File: src/rtl/cdb_arbiter.sv
// Common-data-bus arbiter: per-source FIFOs for RS and LSB results, one registered broadcast per
// cycle with round-robin on ties. Define CDB_BYPASS_EN to let a result skip an empty FIFO pair.
module cdb_arbiter #(
  parameter int unsigned RoB_WIDTH  = 3,
  parameter int unsigned FIFO_WIDTH = 2
) (
  input  logic                 clk_in,
  input  logic                 rst_in,
  input  logic                 rdy_in,
  input  logic                 flush_signal,
  input  logic                 RS_update_en,
  input  logic [RoB_WIDTH-1:0] RS_update_index,
  input  logic [31:0]          RS_update_data,
  input  logic                 LSB_update_en,
  input  logic [RoB_WIDTH-1:0] LSB_update_index,
  input  logic [31:0]          LSB_update_data,
  output logic                 CDB_update_en,
  output logic [RoB_WIDTH-1:0] CDB_update_index,
  output logic [31:0]          CDB_update_data,
  output logic                 rs_fifo_full,
  output logic                 lsb_fifo_full,
  output logic                 overflow_err
);

  localparam int unsigned Depth  = 1 << FIFO_WIDTH;
  localparam int unsigned EntryW = RoB_WIDTH + 32;
  localparam int unsigned CntW   = FIFO_WIDTH + 1;
  localparam logic        SrcRs  = 1'b0;
  localparam logic        SrcLsb = 1'b1;

  // Source 0 is the RS FIFO, source 1 the LSB FIFO.
  logic [EntryW-1:0]     mem_q  [2][Depth];
  logic [EntryW-1:0]     mem_d  [2][Depth];
  logic [FIFO_WIDTH-1:0] head_q [2];
  logic [FIFO_WIDTH-1:0] head_d [2];
  logic [FIFO_WIDTH-1:0] tail_q [2];
  logic [FIFO_WIDTH-1:0] tail_d [2];
  logic [CntW-1:0]       cnt_q  [2];
  logic [CntW-1:0]       cnt_d  [2];

  logic                  cdb_en_q, cdb_en_d;
  logic [RoB_WIDTH-1:0]  cdb_idx_q, cdb_idx_d;
  logic [31:0]           cdb_data_q, cdb_data_d;
  logic                  ovf_q, ovf_d;
  logic                  last_grant_q, last_grant_d;

  logic                  push_en   [2];
  logic [EntryW-1:0]     push_word [2];
  logic                  pop       [2];
  logic                  push_acc  [2];
  logic                  nonempty  [2];
  logic                  grant;
  logic                  do_pop;
  logic                  bypass;
  logic [EntryW-1:0]     out_word;

  always_comb begin
    push_en[0]   = RS_update_en;
    push_en[1]   = LSB_update_en;
    push_word[0] = {RS_update_index, RS_update_data};
    push_word[1] = {LSB_update_index, LSB_update_data};

    mem_d        = mem_q;
    head_d       = head_q;
    tail_d       = tail_q;
    cnt_d        = cnt_q;
    cdb_en_d     = cdb_en_q;
    cdb_idx_d    = cdb_idx_q;
    cdb_data_d   = cdb_data_q;
    ovf_d        = ovf_q;
    last_grant_d = last_grant_q;
    grant        = SrcRs;
    do_pop       = 1'b0;
    bypass       = 1'b0;
    out_word     = '0;
    for (int s = 0; s < 2; s++) begin
      pop[s]      = 1'b0;
      push_acc[s] = 1'b0;
      nonempty[s] = (cnt_q[s] != '0);
    end

    if (!rdy_in) begin
      // Paused: hold everything.
    end else if (flush_signal) begin
      for (int s = 0; s < 2; s++) begin
        head_d[s] = '0;
        tail_d[s] = '0;
        cnt_d[s]  = '0;
      end
      cdb_en_d = 1'b0;
    end else begin
      cdb_en_d = 1'b0;
      if (nonempty[0] && nonempty[1]) begin
        do_pop = 1'b1;
        grant  = (last_grant_q == SrcLsb) ? SrcRs : SrcLsb;
      end else if (nonempty[0] || nonempty[1]) begin
        do_pop = 1'b1;
        grant  = nonempty[0] ? SrcRs : SrcLsb;
      end
`ifdef CDB_BYPASS_EN
      else if (push_en[0] || push_en[1]) begin
        bypass = 1'b1;
        if (push_en[0] && push_en[1]) grant = (last_grant_q == SrcLsb) ? SrcRs : SrcLsb;
        else                          grant = push_en[0] ? SrcRs : SrcLsb;
      end
`endif

      if (do_pop) begin
        pop[grant]    = 1'b1;
        out_word      = mem_q[grant][head_q[grant]];
        head_d[grant] = head_q[grant] + 1'b1;
      end else if (bypass) begin
        out_word = push_word[grant];
      end

      if (do_pop || bypass) begin
        cdb_en_d     = 1'b1;
        cdb_idx_d    = out_word[EntryW-1:32];
        cdb_data_d   = out_word[31:0];
        last_grant_d = grant;
      end

      for (int s = 0; s < 2; s++) begin
        if (push_en[s] && !(bypass && (grant == s[0]))) begin
          // A full FIFO can still accept when its head leaves this same cycle.
          if (cnt_q[s] != CntW'(Depth) || pop[s]) begin
            push_acc[s]            = 1'b1;
            mem_d[s][tail_q[s]]    = push_word[s];
            tail_d[s]              = tail_q[s] + 1'b1;
          end else begin
            ovf_d = 1'b1;
          end
        end
        cnt_d[s] = cnt_q[s] + CntW'(push_acc[s]) - CntW'(pop[s]);
      end
    end
  end

  always_ff @(posedge clk_in) begin
    if (!rst_in) begin
      for (int s = 0; s < 2; s++) begin
        head_q[s] <= '0;
        tail_q[s] <= '0;
        cnt_q[s]  <= '0;
      end
      cdb_en_q     <= 1'b0;
      cdb_idx_q    <= '0;
      cdb_data_q   <= '0;
      ovf_q        <= 1'b0;
      last_grant_q <= SrcLsb;
    end else begin
      head_q       <= head_d;
      tail_q       <= tail_d;
      cnt_q        <= cnt_d;
      cdb_en_q     <= cdb_en_d;
      cdb_idx_q    <= cdb_idx_d;
      cdb_data_q   <= cdb_data_d;
      ovf_q        <= ovf_d;
      last_grant_q <= last_grant_d;
    end
  end

  // Storage needs no reset; validity is tracked by the counts.
  always_ff @(posedge clk_in) begin
    mem_q <= mem_d;
  end

  assign CDB_update_en    = cdb_en_q;
  assign CDB_update_index = cdb_idx_q;
  assign CDB_update_data  = cdb_data_q;
  assign rs_fifo_full     = (cnt_q[0] >= CntW'(Depth - 1));
  assign lsb_fifo_full    = (cnt_q[1] >= CntW'(Depth - 1));
  assign overflow_err     = ovf_q;

endmodule

File: config.mk
export PLATFORM = sky130hd
export DESIGN_NAME = cdb_arbiter
export DESIGN_NICKNAME = d
export VERILOG_FILES = /design/src/rtl/cdb_arbiter.sv
export SDC_FILE = /design/constraint.sdc
export NUM_CORES = 1
export LEC_CHECK = 0
export ABC_AREA = 1
export BUFFER_PORTS_ARGS = -buffer_cell sky130_fd_sc_hd__buf_2
export CAP_MARGIN = 20
export CORE_MARGIN = 3
export CORE_UTILIZATION = 55
export CTS_CLUSTER_DIAMETER = 120
export DETAILED_ROUTE_END_ITERATION = 7
export PLACE_DENSITY = 0.8
export SLEW_MARGIN = 15
export SYNTH_ARGS = -nofsm -noshare
export SYNTH_HDL_FRONTEND = slang
export SYNTH_SLANG_ARGS = --single-unit
File: constraint.sdc
create_clock -name clk_in -period 7.4 [get_ports clk_in]
set_clock_uncertainty 0.1 [all_clocks]
set_input_delay 1.11 -clock clk_in [delete_from_list [all_inputs] [get_ports clk_in]]
set_output_delay 1.11 -clock clk_in [all_outputs]
set_load 0.02 [all_outputs]
# [Yosys cells after proc, flatten, opt, wreduce, memory -nomap -nowiden]
# Cells that the tools add are included.
# Widths: inputs -> output; s select.
[word_totals] out_inout_bits=39 register_bits=332 rom_bits=0 n_memories=0 in_bits=76 ram_bits=0 latchBits=0
[op_classes] n_bitwise=5 shifts=0 order_cmp=9 add_sub_neg=7 n_mux=55 eq_ne=2 n_reduce_logical=21 multipliers=0 n_div=0
[ops] op="$mux 140" count=3
[ops] op="$bwmux 140" count=2
[ops] op="$demux 35 s2" count=2
[ops] op="$mux 35" count=4
[ops] op="$bmux 35 s2" count=1
[ops] op="$mux 1" count=25
[ops] op="$mux 2" count=11
[ops] op="$mux 4" count=3
[ops] op="$reduce_bool 2->1" count=5
[ops] op="$ge 3x3->1 const B" count=3
[ops] op="$not 2->3" count=3
[ops] op="$reduce_and 3->1" count=3
[ops] op="$reduce_and 4->1" count=2
[ops] op="$add 2x1->2 const B" count=3
[ops] op="$add 3x1->3" count=2
[ops] op="$ge 3x2->1 const B" count=2
[ops] op="$lt 3x1->1 const B" count=2
[ops] op="$mux 6" count=1
[ops] op="$ne 3x3->1 const B" count=2
[ops] op="$reduce_bool 3->1" count=2
[ops] op="$sub 3x1->3" count=2
[ops] op="$bwmux 4" count=1
[ops] op="$logic_and 1x1->1" count=4
[ops] op="$reduce_and 2->1" count=2
[ops] op="7 further kinds" count=9

# [Longest topological paths before layout]
# Gate-level depths: netlist of run 1.
[logic_depth] ltp_word=22 depth_mapped=17 ltp_nobuf=16

# [Least setup slack after synthesis of run 1]
# OpenSTA, ideal clock, no wires.
[synth_timing] path_kind="input-to-reg" startpoint="input port rdy_in" endpoint="register mem_q[0] (netlist name) (enable)" arrival_ns=3.237 stages=6 path_slack_ns=3.636 n_path_buf=0 path_cell_list="inv_2 -> nor2_1 -> inv_2 -> nor2_1 -> inv_1 -> nor2_1"
[synth_via] elab_chain_cells=1
[synth_lines] item="start: declaration" line="9" text="input logic rdy_in,"
[synth_lines] item="$reduce_and 4->1 (no source line)"
[synth_lines] item="end signal: assignment" line="165" text="mem_q <= mem_d;"
[synth_lines] item="end: declaration" line="32" text="logic [EntryW-1:0] mem_q [2][Depth];"
# Every way passes these cells.
# A chain may end at the register's enable or synchronous reset.

# [Worst setup path in the final report of run 1]
[layout_timing] startpoint="register cnt_q[4] (netlist name)" endpoint="register cdb_idx_q[2], in the netlist CDB_update_index[2]"
[layout_via] elab_chain_cells=14 word_cells_on_any_way=24
[layout_lines] item="start: declaration" line="38" text="logic [CntW-1:0] cnt_q [2];"
[layout_lines] item="start signal: assignment" line="154" text="cnt_q <= cnt_d;"
[layout_lines] item="$reduce_bool 3->1 (*)" line="79" text="nonempty[s] = (cnt_q[s] != '0);"
[layout_lines] item="$mux 1 / $logic_or 1x1->1 (equally long branches)" line="98, 96"
[layout_lines] item="$mux 1" line="96" text="end else if (nonempty[0] || nonempty[1]) begin"
[layout_lines] item="$mux 1" line="93" text="if (nonempty[0] && nonempty[1]) begin"
[layout_lines] item="$mux 1" line="84" text="end else if (flush_signal) begin"
[layout_lines] item="$mux 1" line="82" text="if (!rdy_in) begin"
[layout_lines] item="$not 1->2 (implied by the code)" line="110" text="out_word = mem_q[grant][head_q[grant]];"
[layout_lines] item="$mux 2 (implied by the code) (3 in a row)" line="110"
[layout_lines] item="$not 2->3 (implied by the code)" line="110"
[layout_lines] item="$bmux 35 s2" line="110"
[layout_lines] item="$mux 35 (implied by the code) (2 in a row)" line="110"
[layout_lines] item="end signal: assignment" line="156" text="cdb_idx_q <= cdb_idx_d;"
[layout_lines] item="end: declaration" line="42" text="logic [RoB_WIDTH-1:0] cdb_idx_q, cdb_idx_d;"
# Mark *: on every way between the ends. The rest lies on a longest branch, timed or not. The select of a mux whose other input is x is not followed.

==> results of run 1 <==
[cells in the final DEF (no fill, tap or decap), types with 2 or more instances in the layout]
master     synthesis  routed
nor3_1             3       3
ha_1              14      14
a21oi_1           49      49
fa_1               2       2
edfxtp_1         280     280
dfxtp_1           52      52
o21ai_0           76      76
buf_4              7      14
nor2_1            25      17
inv_2              4       5
buf_2             27     114
nor2_4             0       9
nand4_1            2       2
nand2_1          515     513
o21ai_4            1       2
bufinv_16          0       5
clkbuf_16          0      37
clkinv_1           1       2
clkbuf_1          26      16
inv_1             65      64
nand2_2            0       2
nand3_1          114     114
[per-layer routing]
metal / share of wire (%) / up-vias
met5: 0 / -
met4: 2.6 / 0
met3: 10 / 73
met2: 50 / 508
met1: 37 / 4533
li1: - / 4474
[worst paths after layout]
| path | cells after the start | slack (ns) | end | start |
|---|---|---|---|---|
| min reg2reg | 2 | 0.36 | head_q[2] | head_q[2] |
| max | 12 | 3.29 | CDB_update_index[2] | cnt_q[4] |
| min | 2 | 0.36 | head_q[2] | head_q[2] |
| max reg2reg | 12 | 3.29 | CDB_update_index[2] | cnt_q[4] |
[worst max-delay path, cell delays in order (launching register included)]
cell and delay [ns]:
dfxtp_1 0.37, nor2_1 0.11, nand2_1 0.11, nand2_4 0.44, nand2_8 0.41, nand2_1 0.26, nand2_2 0.67, inv_2 1.00
nand2_1 0.13, nand3_1 0.11, nand3_1 0.10, nand2_1 0.09, inv_1 0.04
[cell type report]
class | count | area [um2]
Clock buffer | 54 | 1000
Clock inverter | 8 | 168
Fill cell | 1718 | 8300
Inverter | 70 | 263
Multi-Input combinational cell | 809 | 3640
Sequential cell | 332 | 9450
Tap cell | 319 | 399
Timing Repair Buffer | 128 | 676
[where the power goes]
part           switching, mW  internal (mW)  leakage, nW
Sequential            0.0180           2.06         2.95
Clock                  0.677           1.10        0.562
Combinational          0.303          0.122         2.85
[registers in the layout, summed over array words and instances (netlist names)]
signal / flops
cnt_q: 6
mem_q: 280
tail_q: 4
CDB_update_en: 1
overflow_err: 1
head_q: 4
CDB_update_data: 32
last_grant_q: 1
CDB_update_index: 3
[per-stage QoR]
stage               util, %  setup WS (ns)
finish                 65.3           3.29
floorplan                 -           3.64
detailed placement     60.4           3.42
CTS                    65.3           3.38
global route           65.3           2.99
global placement       60.4           3.50
[logic make-up (layout without fill, tap and decap cells)]
family	count (synthesis)	after routing
fa+ha+maj	16	16
simple gates	662	662
flops	332	332
buf+inv	138	260
xor+xnor	1	1
compound gates	130	130
==> metrics list, run 1 <==
- STA classifies the critical path endpoint as a flop.
- Area fraction in and, or, nand and nor cells after synthesis: 19.5%
- Overflow left after global routing: 0
- In this run the worst path has a maximum fanout of 76.
* Clock Latency Late Sink: 0.51 ns
* Final cell count without fillers: 1720
- # resized after CTS: 0
- Across all layers, the routed design uses 9588 vias.
* Vias in the first global route: 9480
* Number of buffers inserted during clock tree synthesis: 34
- The min-delay analysis places its worst path in the category flop to flop.
* Site row count: 56
- Detailed placement ended at an HPWL of 17300 um.
- The run finished with clean final reports.
- By area the synthesized netlist is led by edfxtp_1 (62%), nand2_1 (14%), dfxtp_1 (7.6%), nand3_1 (4.2%), o21ai_0 (2.8%).
* Largest family of logic cells by synthesized area: simple AND/OR/NAND/NOR gates
- The layer flagged by global routing as most heavily used is met2.
* Data required time at the worst endpoint: 7.71 ns
* Antenna violation net count after detailed routing: 0
* Weighted congestion reported at the end of routability-driven placement: 0.817
- For this run, the post-layout net count is 1467.
- In the post-synthesis netlist, the cell with the most instances is nand2_1.
- Worst slew margin relative to its limit: 23.7%
- STA classifies the critical path startpoint as a flop.
* Clock tree root buffer cell: clkbuf_16
* Number of antenna violations at the first check in global routing: 0
- After layout, the worst path uses 55.5% of the clock period.
- Buffers placed on the I/O ports in this run total 114.
- Layout cells sized above 1: 13.8%
* Via density per instance: 5.57
- Global routing used 31.4% of the available met1 tracks.
- Ant diodes: 0
- Global-route track usage on met2: 41.1%
* Hold Slack: 0.365 ns
- Routed wire per std cell: 18.6 um
- CTS tree: done
* Post-synth design cell area: 0.0136 mm2
- Synth-to-layout area growth: 14.6%
- Global-route usage over all layers: 24.3%
* Max IR drop VDD: 0.214 mV
- For this configuration, the core starts out at a cell density of 57.0%.
- Setup repair after global routing left no endpoint under its margin.
* Number of enable flip-flop cells after synthesis: 280
- Async S/R FF share, synth: 0%
* Power Dens Cells: 275 mW/mm2
* CTS Buffer Depth: 3
- Cell area after placement: 0.0144 mm2
- The number of placed instances, taps included, is 1658.
* Post-layout minimum cycle time: 4.11 ns
* Pin count of the biggest net entering global routing: 111
- Number of pins exceeding their max-slew limit in the final report: 0
* Detailed Routing Iterations Pass 1: 5
- Cell count after synthesis: 1279
* Total detailed-routing wirelength: 32100 um
- In this run the post-CTS setup repair buffer count came out at 0.
- The synthesized netlist devotes 4.96% of its cell area to compound gates.
- Synth cell types: 27
- Setup total negative slack on the finished layout was measured at 0 ns.
* Maximum clock frequency: 0.243 GHz
- Power after layout: 4.29 mW
- The tree built by TritonCTS fans out to 332 sinks.
* Flip-flop and latch count after synthesis: 332
* Global routing met3 resource utilization: 4.57%
- Wire length of the first global-routing pass: 49800 um
- The critical path is of the flop to flop type.
- At the pin with the least slew margin, the transition time is 1.14 ns.
- From bottom edge to top edge, the die measures 163 um.
- Proportion of netlist area held by the largest area contributor: 61.8%
- Sequential cells were found to cover 69.4% of the synthesized design area.
* Final instance area: 0.0156 mm2
* Floorplan die area: 0.0267 mm2
* Clock slew seen by the registers of the worst setup and hold paths: 0.06 ns
- Multiplexer cells account for 0% of the synthesized area.
- CTS HTree Levels: 2
- Most numerous cell types in the synthesized netlist: nand2_1 (515), edfxtp_1 (280), nand3_1 (114)
* Width of the die: 163 um
- IO Pins: 115
- Detailed-route DRC error count: 0
* Setup violation total in the final timing report: 0
- Post-Synthesis Net Count: 1371
- Area leader, netlist: edfxtp_1
- The most used flip-flop cell after synthesis is edfxtp_1.
- After Yosys synthesis, XOR and XNOR cells account for 0.0644% of the synthesized area.
- Detailed router's first-iteration violation count: 1034
- Post-Syn Area per Cell: 10.6 um2
- In this run, post-CTS hold repair placed 0 buffers.
- Core footprint: 0.0239 mm2
- Data arrival time at the worst-slack endpoint: 4.42 ns
- Number of warning messages in the yosys log: 0
- The final count of hold timing violations was 0.
- Number of max-capacitance violations reported: 0
- Summing the areas of all fa, ha and maj instances in the mapped netlist gives 1.58% of the synthesized area.
* Static leakage: 6.37 nW
No activity file was read; power rests on OpenSTA's default activity.
==> run 2, diff against run 1 <==
--- a/config.mk
+++ b/config.mk
@@ -5,14 +5,14 @@
 export SDC_FILE = /design/constraint.sdc
 export NUM_CORES = 1
 export LEC_CHECK = 0
-export ABC_AREA = 1
+export ABC_AREA = 0
 export BUFFER_PORTS_ARGS = -buffer_cell sky130_fd_sc_hd__buf_2
 export CAP_MARGIN = 20
 export CORE_MARGIN = 3
-export CORE_UTILIZATION = 55
+export CORE_UTILIZATION = 53
 export CTS_CLUSTER_DIAMETER = 120
 export DETAILED_ROUTE_END_ITERATION = 7
-export PLACE_DENSITY = 0.8
+export PLACE_DENSITY = 0.81
 export SLEW_MARGIN = 15
 export SYNTH_ARGS = -nofsm -noshare
 export SYNTH_HDL_FRONTEND = slang
==> constraint.sdc (replaced) <==
create_clock -name clk_in -period 3.65 [get_ports clk_in]
set_clock_uncertainty 0.1 [all_clocks]
set_input_delay 0.5475 -clock clk_in [delete_from_list [all_inputs] [get_ports clk_in]]
set_output_delay 0.5475 -clock clk_in [all_outputs]
set_load 0.02 [all_outputs]
==> metrics list, run 2 <==
- Run status: complete, no violations (unchanged)
- The minimum period implied by the final worst setup slack is 2.72 ns (was 4.11 ns).
* Switching power share of the total: 20.8% (was 23.3%)
* Wire length of the first global-routing pass: 43600 um (was 49800 um)
- Most crowded layer after global routing: met2 (unchanged)
- The die area was 0.0258 mm2 (was 0.0267 mm2).
- The count of mapped cells out of synthesis was 623 (was 1279).
* CTS HTree Levels: 2 (unchanged)
- The part of the cycle the worst path needs came to 74.4% (was 55.5%).
* Power after layout: 8.09 mW (was 4.29 mW)
* Cell depth of the worst flop-to-flop path: 11 (was 12)
* Clock tree root buffer cell: clkbuf_16 (unchanged)
* Transition time of the tightest slew-check pin: 1.09 ns (was 1.14 ns)
* Layout cells sized above 1: 34.9% (was 13.8%)
- Kind of capture point of the worst setup path: flop (unchanged)
* Detailed router's first-iteration violation count: 541 (was 1034)
* Synth cell types: 50 (was 27)
- The CTS tree was done (unchanged).
- Final hold violation count: 0 (unchanged)
- The leakage power total was 5.19 nW (was 6.37 nW).
- Combinational share of power: 5.3% (was 9.9%)
- Starting density of the core: 55.1% (was 57.0%)
- The overall track demand over capacity in global routing was 22.4% (was 24.3%).
- The remaining global-route overflow is 0 (unchanged).
- Max IR drop VDD: 0.494 mV (was 0.214 mV)
- The origin of the critical flop-to-flop path was cnt_q[0] (was cnt_q[4]).
- The highest clock rate came to 0.368 GHz (was 0.243 GHz).
- The hold-critical path depth came to 1 (was 2).
- The count of yosys warnings during synthesis is 0 (unchanged).
- The number of remaining DRC errors came to 0 (unchanged).
* CP max FO: 9 (was 76)
- The top cell type's share of synthesized area came to 66.2% (was 61.8%).
- The net load switching power is 1.68 mW (was 0.998 mW).
- The register bit count reported by yosys was 332 (unchanged).
* Quantity of hold-fixing buffers added after cts: 0 (unchanged)
- Width of the die: 161 um (was 163 um)
- Via density per instance: 5.98 (was 5.57)
- The number of post-CTS setup repair buffers is 0 (unchanged).
* Internal power contribution: 6.40 mW (was 3.29 mW)
- Weighted congestion reported at the end of routability-driven placement: 0.835 (was 0.817)
- The final antenna-violating net count was 0 (unchanged).
* Number of flip-flops under the largest register name: 280 (unchanged)
- Count of buffers inserted at the top-level ports: 114 (unchanged)
- Setup violation total in the final timing report: 0 (unchanged)
- The critical path launch point was cnt_q[0] (was cnt_q[4]).
- The critical path arrival was 3.00 ns (was 4.42 ns).
* Vias in the first global route: 7143 (was 9480)
- Core footprint: 0.0231 mm2 (was 0.0239 mm2)
- The sum of negative setup slack was 0 ns (unchanged).
* Detailed Routing Iterations Pass 1: 5 (unchanged)
* Data required time at the worst endpoint: 3.94 ns (was 7.71 ns)
* Part of the total power dissipated in the clock network: 42.8% (was 41.5%)
* Number of enable flip-flop cells after synthesis: 280 (unchanged)
- The initial antenna violation count was 4 (was 0).
* Register containing the most flip-flops in the final layout: mem_q (unchanged)
- The most common cell after layout, fill and taps aside is edfxtp_1 (was nand2_1).
* Pin count of the biggest net entering global routing: 38 (was 111)
- Floorplan die height: 161 um (was 163 um)
- The class of the worst hold path is input port to flop (was flop to flop).
- Setup slack of the worst register-to-register path: 0.93 ns (was 3.29 ns)
- The cell area after synthesis came to 0.0127 mm2 (was 0.0136 mm2).
- Cells taking the most area after synthesis: edfxtp_1 (66%), mux4_2 (12%), dfxtp_1 (8.2%), mux2i_1 (2.6%), o2bb2ai_1 (2.3%) (was edfxtp_1 (62%), nand2_1 (14%), dfxtp_1 (7.6%), nand3_1 (4.2%), o21ai_0 (2.8%)).
- # resized after CTS: 0 (unchanged)
- The portion of the post-synthesis area used by sequential elements came to 74.4% (was 69.4%).
- The met1 layer usage reported by global route came to 27.7% (was 31.4%).
- The dominant register cell in the synthesized netlist was edfxtp_1 (unchanged).
- Most numerous cell types in the synthesized netlist: edfxtp_1 (280), mux4_2 (70), dfxtp_1 (52) (was nand2_1 (515), edfxtp_1 (280), nand3_1 (114))
- The HPWL after detailed placement is 18300 um (was 17300 um).
- The row count is 55 (was 56).
- Routed wire per std cell: 25.6 um (was 18.6 um)
* Nets: 853 (was 1467)
* Clk sink count: 332 (unchanged)
- CTS Buffer Depth: 3 (unchanged)
* Async S/R FF share, synth: 0% (unchanged)
- The post-synthesis net count came to 715 (was 1371).
- The end point of the critical path is cnt_q[5] (was CDB_update_index[2]).
- Total detailed-routing wirelength: 28200 um (was 32100 um)
- Most used cells in the layout excluding fill and tap cells: edfxtp_1 (280), buf_2 (114), mux4_2 (70) (was nand2_1 (513), edfxtp_1 (280), nand3_1 (114), buf_2 (114), o21ai_0 (76))
- Endpoint of the worst register-to-register path: cnt_q[5] (was CDB_update_index[2])
* Synth-to-layout area growth: 16.1% (was 14.6%)
* Number of max-capacitance violations reported: 0 (unchanged)
* Number of buffers inserted during clock tree synthesis: 35 (was 34)
- Global routing met3 resource utilization: 4.02% (was 4.57%)
- Critical path type: flop to flop (unchanged)
- Worst slew margin relative to its limit: 26.9% (was 23.7%)
* Clock Latency Late Sink: 0.52 ns (was 0.51 ns)
- The detailed-route via count came to 6600 (was 9588).
* Setup repair after global routing missed its margin: no (unchanged)
- Post-Syn Area per Cell: 20.4 um2 (was 10.6 um2)
* Critical Path Start Type: flop (unchanged)
- Area leader, netlist: edfxtp_1 (unchanged)
- The clock edge transition at the registers on the reported setup and hold paths came to 0.06 ns (about the same).
* Sequential share of power: 52.0% (was 48.5%)
- Global-route track usage on met2: 39.2% (was 41.1%)
- The max-slew violation count came to 0 (unchanged).
- IO Pins: 115 (unchanged)
- Power Dens Cells: 549 mW/mm2 (was 275 mW/mm2)
- The most frequent cell after synthesis is edfxtp_1 (was nand2_1).
==> run 2: cell count changes after synthesis, moves of 40 or more <==
cell | previous run | this run
nand3_1 | 114 | 5
mux4_2 | 0 | 70
a21oi_1 | 49 | 9
nand2_1 | 515 | 13
o21ai_0 | 76 | 5
inv_1 | 65 | 17
==> run 2: area by class of cell <==
class	count	area, um2
tap	313	392
antenna	4	10.0
sequential	332	9450
clock buffer	46	957
clock inverter	16	164
inverter	19	71.3
timing repair buffer	131	711
fill	1529	8310
multi-input combinational	242	2980
==> run 2: cells by family (layout without fill, tap and decap cells) <==
| family | after synthesis | after routing | share of synthesized area, % |
|---|---|---|---|
| AND/OR/NAND/NOR | 51 | 51 | 2.18 |
| buffers and inverters | 49 | 212 | 2.19 |
| multiplexers | 103 | 103 | 15.0 |
| adder cells (fa/ha/maj) | 16 | 16 | 1.70 |
| flip-flops | 332 | 332 | 74.4 |
| XOR/XNOR | 2 | 2 | 0.138 |
| AO/OA/AOI/OAI | 70 | 70 | 4.33 |
| other | 0 | 4 | 0 |
==> run 2: critical path, stage by stage, from the launching register on <==
cell	delay [ns]
dfxtp_1	0.36
or3_4	0.42
a21boi_2	0.31
inv_1	0.08
ha_1	0.28
inv_1	0.05
ha_1	0.13
inv_1	0.05
fa_1	0.38
xor2_1	0.17
o22ai_1	0.09
and2_1	0.18
==> run 2: per-stage QoR <==
step                      hold slack [ns]  util (%)  cell area [um2]  setup WS, ns  cells
after CTS                           0.129      63.9            14700         0.939   1099
after floorplan                     0.371         -            12700         0.988    623
after detailed placement            0.341      59.0            13600         0.745   1037
after global placement              0.340      59.0            13600         0.819   1037
after global routing                0.136      63.9            14700         0.744   1103
final                               0.146      63.9            14700         0.935   1103
==> run 2: how the worst min path moves through the flow <==
| stage | endpoint | slack, ns | from |
|---|---|---|---|
| after floorplan | tail_q[0] | 0.37 | tail_q[0] |
| after global placement | CDB_update_data[4] | 0.34 | CDB_update_data[4] |
| after detailed placement | CDB_update_data[30] | 0.34 | CDB_update_data[30] |
| after CTS | mem_q[66] | 0.13 | LSB_update_data[31] |
| after global routing | mem_q[66] | 0.14 | LSB_update_data[31] |
| final | mem_q[10] | 0.15 | LSB_update_data[10] |
==> run 2: power by group through the flow <==
| stage | Combinational, mW | Clock [mW] | Sequential [mW] |
|---|---|---|---|
| after floorplan | 0.250 | 0 | 4.29 |
| after global placement | 0.407 | 0 | 4.28 |
| after detailed placement | 0.422 | 0 | 4.28 |
| after CTS | 0.426 | 3.51 | 4.20 |
| after global routing | 0.456 | 3.67 | 4.21 |
| final | 0.426 | 3.46 | 4.20 |
==> run 2: routing by layer <==
layer  share of wire (%)  vias up  routed length (um)
met5                   0        -                   0
met4                 3.2        0                 907
met3                 6.2       59                1750
met2                  54      295               15100
met1                  37     3421               10500
li1                    -     2825                   -
==> run 3, diff against run 2 <==
--- a/config.mk
+++ b/config.mk
@@ -5,14 +5,14 @@
 export SDC_FILE = /design/constraint.sdc
 export NUM_CORES = 1
 export LEC_CHECK = 0
-export ABC_AREA = 0
+export ABC_AREA = 1
 export BUFFER_PORTS_ARGS = -buffer_cell sky130_fd_sc_hd__buf_2
 export CAP_MARGIN = 20
 export CORE_MARGIN = 3
-export CORE_UTILIZATION = 53
+export CORE_UTILIZATION = 55
 export CTS_CLUSTER_DIAMETER = 120
 export DETAILED_ROUTE_END_ITERATION = 7
-export PLACE_DENSITY = 0.81
+export PLACE_DENSITY = 0.8
 export SLEW_MARGIN = 15
 export SYNTH_ARGS = -nofsm -noshare
 export SYNTH_HDL_FRONTEND = slang
==> constraint.sdc (replaced) <==
create_clock -name clk_in -period 2.6 [get_ports clk_in]
set_clock_uncertainty 0.1 [all_clocks]
set_input_delay 0.39 -clock clk_in [delete_from_list [all_inputs] [get_ports clk_in]]
set_output_delay 0.39 -clock clk_in [all_outputs]
set_load 0.02 [all_outputs]
==> metrics list, run 3 (synthesis results as in run 1) <==
* Critical Path Start Type: flop (unchanged)
- The number of inserted filler cells in the final layout came to 1659 (was 1529).
* Max IR drop VDD: 0.607 mV (was 0.494 mV)
- The top fanout value on the critical path came to 6 (was 9).
- Critical path type: flop to flop (unchanged)
- The class of the worst hold path is input port to flop (unchanged).
* Starting density of the core: 57.0% (was 55.1%)
- Internal power contribution: 9.17 mW (was 6.40 mW)
* Post-Place Cells: 1682 (was 1037)
* Final period utilization: 93.7% (was 74.4%)
- Hold Slack: 0.0110 ns (was 0.146 ns)
- The number of flip-flops in the largest register was 280 (unchanged).
- Most used cells in the layout excluding fill and tap cells: nand2_1 (511), edfxtp_1 (280), nand3_1 (114), buf_2 (114), o21ai_0 (76) (was edfxtp_1 (280), buf_2 (114), mux4_2 (70)).
- Combinational share of power: 11.1% (was 5.3%)
- The length of the first detailed-routing pass in iterations was 5 (unchanged).
- Detailed-route DRC error count: 0 (unchanged)
- The net load switching power is 2.89 mW (was 1.68 mW).
- Setup repair after global routing missed its margin: no (unchanged).
* Floorplan die area: 0.0267 mm2 (was 0.0258 mm2)
- Kind of capture point of the worst setup path: flop (unchanged)
* Power Dens Cells: 741 mW/mm2 (was 549 mW/mm2)
* Layout cells sized above 1: 16.2% (was 34.9%)
* CTS HTree Levels: 2 (unchanged)
- The origin of the critical flop-to-flop path is cnt_q[0] (unchanged).
* Cell area after placement: 0.0149 mm2 (was 0.0136 mm2)
- The utilization after layout was 68.1% (was 63.9%).
- Setup slack of the critical path after layout: 0.163 ns (was 0.935 ns)
* Antenna violation net count after detailed routing: 0 (unchanged)
* Synth-to-layout area growth: 19.6% (was 16.1%)
- Total detailed-routing wirelength: 33000 um (was 28200 um)
- The worst reg-to-reg setup slack was 0.16 ns (was 0.93 ns).
- CTS tree: done (unchanged)
- Power after layout: 12.1 mW (was 8.09 mW)
* Clock slew seen by the registers of the worst setup and hold paths: 0.06 ns (about the same)
- Setup TNS: 0 ns (unchanged)
- The final setup violation count is 0 (unchanged).
- Maximum clock frequency: 0.410 GHz (was 0.368 GHz)
- The minimum period implied by the final worst setup slack is 2.44 ns (was 2.72 ns).
- Setup slack after placement: 0.0986 ns (was 0.745 ns)
* Static leakage: 6.66 nW (was 5.19 nW)
* Number of antenna violations at the first check in global routing: 0 (was 4)
* Via density per instance: 5.57 (was 5.98)
- The portion of total power attributed to the clock network came to 39.9% (was 42.8%).
- Routed wire per std cell: 18.6 um (was 25.6 um)
- Number of pins exceeding their max-slew limit in the final report: 0 (unchanged)
* Sequential share of power: 49.1% (was 52.0%)
- The height of the die is 163 um (was 161 um).
* Commonest non-fill, non-tap cell in the layout: nand2_1 (was edfxtp_1)
* Nets: 1522 (was 853)
- Clock tree root buffer cell: clkbuf_16 (unchanged)
- The detailed-route via count is 9872 (was 6600).
- Clock Latency Late Sink: 0.50 ns (was 0.52 ns)
- The worst-case clock buffer depth was 3 (unchanged).
- Register containing the most flip-flops in the final layout: mem_q (unchanged)
- Overflow left after global routing: 0 (unchanged)
* IO Pins: 115 (unchanged)
- Ant diodes: 0 (was 4)
* Final cell count without fillers: 1773 (was 1103)
* Run status: complete, no violations (unchanged)
- The critical path arrival was 2.71 ns (was 3.00 ns).
* Clk sink count: 332 (unchanged)
- Final instance area: 0.0163 mm2 (was 0.0147 mm2)
- The overall track demand over capacity in global routing is 24.9% (was 22.4%).
* Vias in the first global route: 9956 (was 7143)
- The data required time of the worst path came to 2.87 ns (was 3.94 ns).
* Transition time of the tightest slew-check pin: 0.914 ns (was 1.09 ns)
- Worst setup path startpoint: cnt_q[0] (unchanged)
- HPWL Detailed: 19300 um (was 18300 um)
- The die width was 163 um (was 161 um).
- The row count was 56 (was 55).
- Worst slew margin relative to its limit: 39.0% (was 26.9%)
- Number of buffers inserted during clock tree synthesis: 35 (unchanged)
- Switching power share of the total: 24.0% (was 20.8%)
- Final hold violation count: 0 (unchanged)
* Pin count of the biggest net entering global routing: 75 (was 38)
- The worst hold path startpoint is RS_update_data[13] (was LSB_update_data[10]).
- Detailed router's first-iteration violation count: 1065 (was 541)
* Count of buffers inserted at the top-level ports: 114 (unchanged)
- The number of maximum-capacitance violations is 0 (unchanged).
* Wire length of the first global-routing pass: 51500 um (was 43600 um)
- The placer congestion estimate came to 0.810 (was 0.835).
- The core footprint came to 0.0239 mm2 (was 0.0231 mm2).
## run 3: cell types whose count changed in the layout (fill, tap and decap cells not counted), moves of 40 or more
cell     before  now
inv_1        17   64
a21oi_1       9   49
nand2_1      13  511
nand3_1       5  114
o21ai_0       5   76
mux4_2       70    0
## run 3: per-layer routing
| layer | vias to the layer above | routed length [um] | global-route usage, % |
|---|---|---|---|
| met2 | 553 | 16300 | 41.9 |
| met4 | 0 | 973 | 10.3 |
| li1 | 4594 | - | - |
| met1 | 4640 | 12700 | 32.8 |
| met3 | 85 | 3100 | 3.75 |
| met5 | - | 0 | 0 |
## run 3: cell type report
class / count / area (um2) / share of cell area [%]
Clock inverter: 14 / 153 / 0.938
Clock buffer: 47 / 951 / 5.84
Multi-Input combinational cell: 810 / 3660 / 22.5
Tap cell: 319 / 399 / 2.45
Sequential cell: 332 / 9450 / 58.1
Timing Repair Buffer: 181 / 1390 / 8.56
Inverter: 70 / 268 / 1.65
## run 3: worst max-delay path: stages (launching register included)
cell     delay [ns]
dfxtp_1        0.34
nor2_1         0.15
nand2_2        0.15
nand2_8        0.13
inv_4          0.05
nand2_1        0.09
nand2_2        0.08
ha_1           0.27
inv_1          0.06
ha_1           0.12
inv_1          0.04
fa_1           0.36
inv_1          0.09
a21oi_1        0.07
o21ai_0        0.11
a21oi_1        0.11
## run 3: path summary, 6_finish.rpt
kind | end | depth (start not counted)
setup / recovery | cnt_q[5] | 15
hold / removal | mem_q[258] | 1
setup reg to reg | cnt_q[5] | 15
hold reg to reg | CDB_update_en | 2
## run 3: timing repair
item / in CTS / in global routing
buffers inserted: 0 / 6
endpoints found under the setup margin: 1 / 21
pin swaps: 0 / 3
resized for setup: 1 / 8
hold endpoints to repair: 79 / 0
gates cloned: 0 / 1
hold buffers: 23 / 0
## run 3: power by group through the flow
stage               combinational (mW)  sequential, mW  clock (mW)
finish                            1.33            5.92        4.81
global route                      1.48            5.93        5.08
CTS                               1.29            5.92        4.84
detailed placement                1.24            6.03           0
global placement                  1.19            6.03           0
floorplan                        0.768            6.08           0
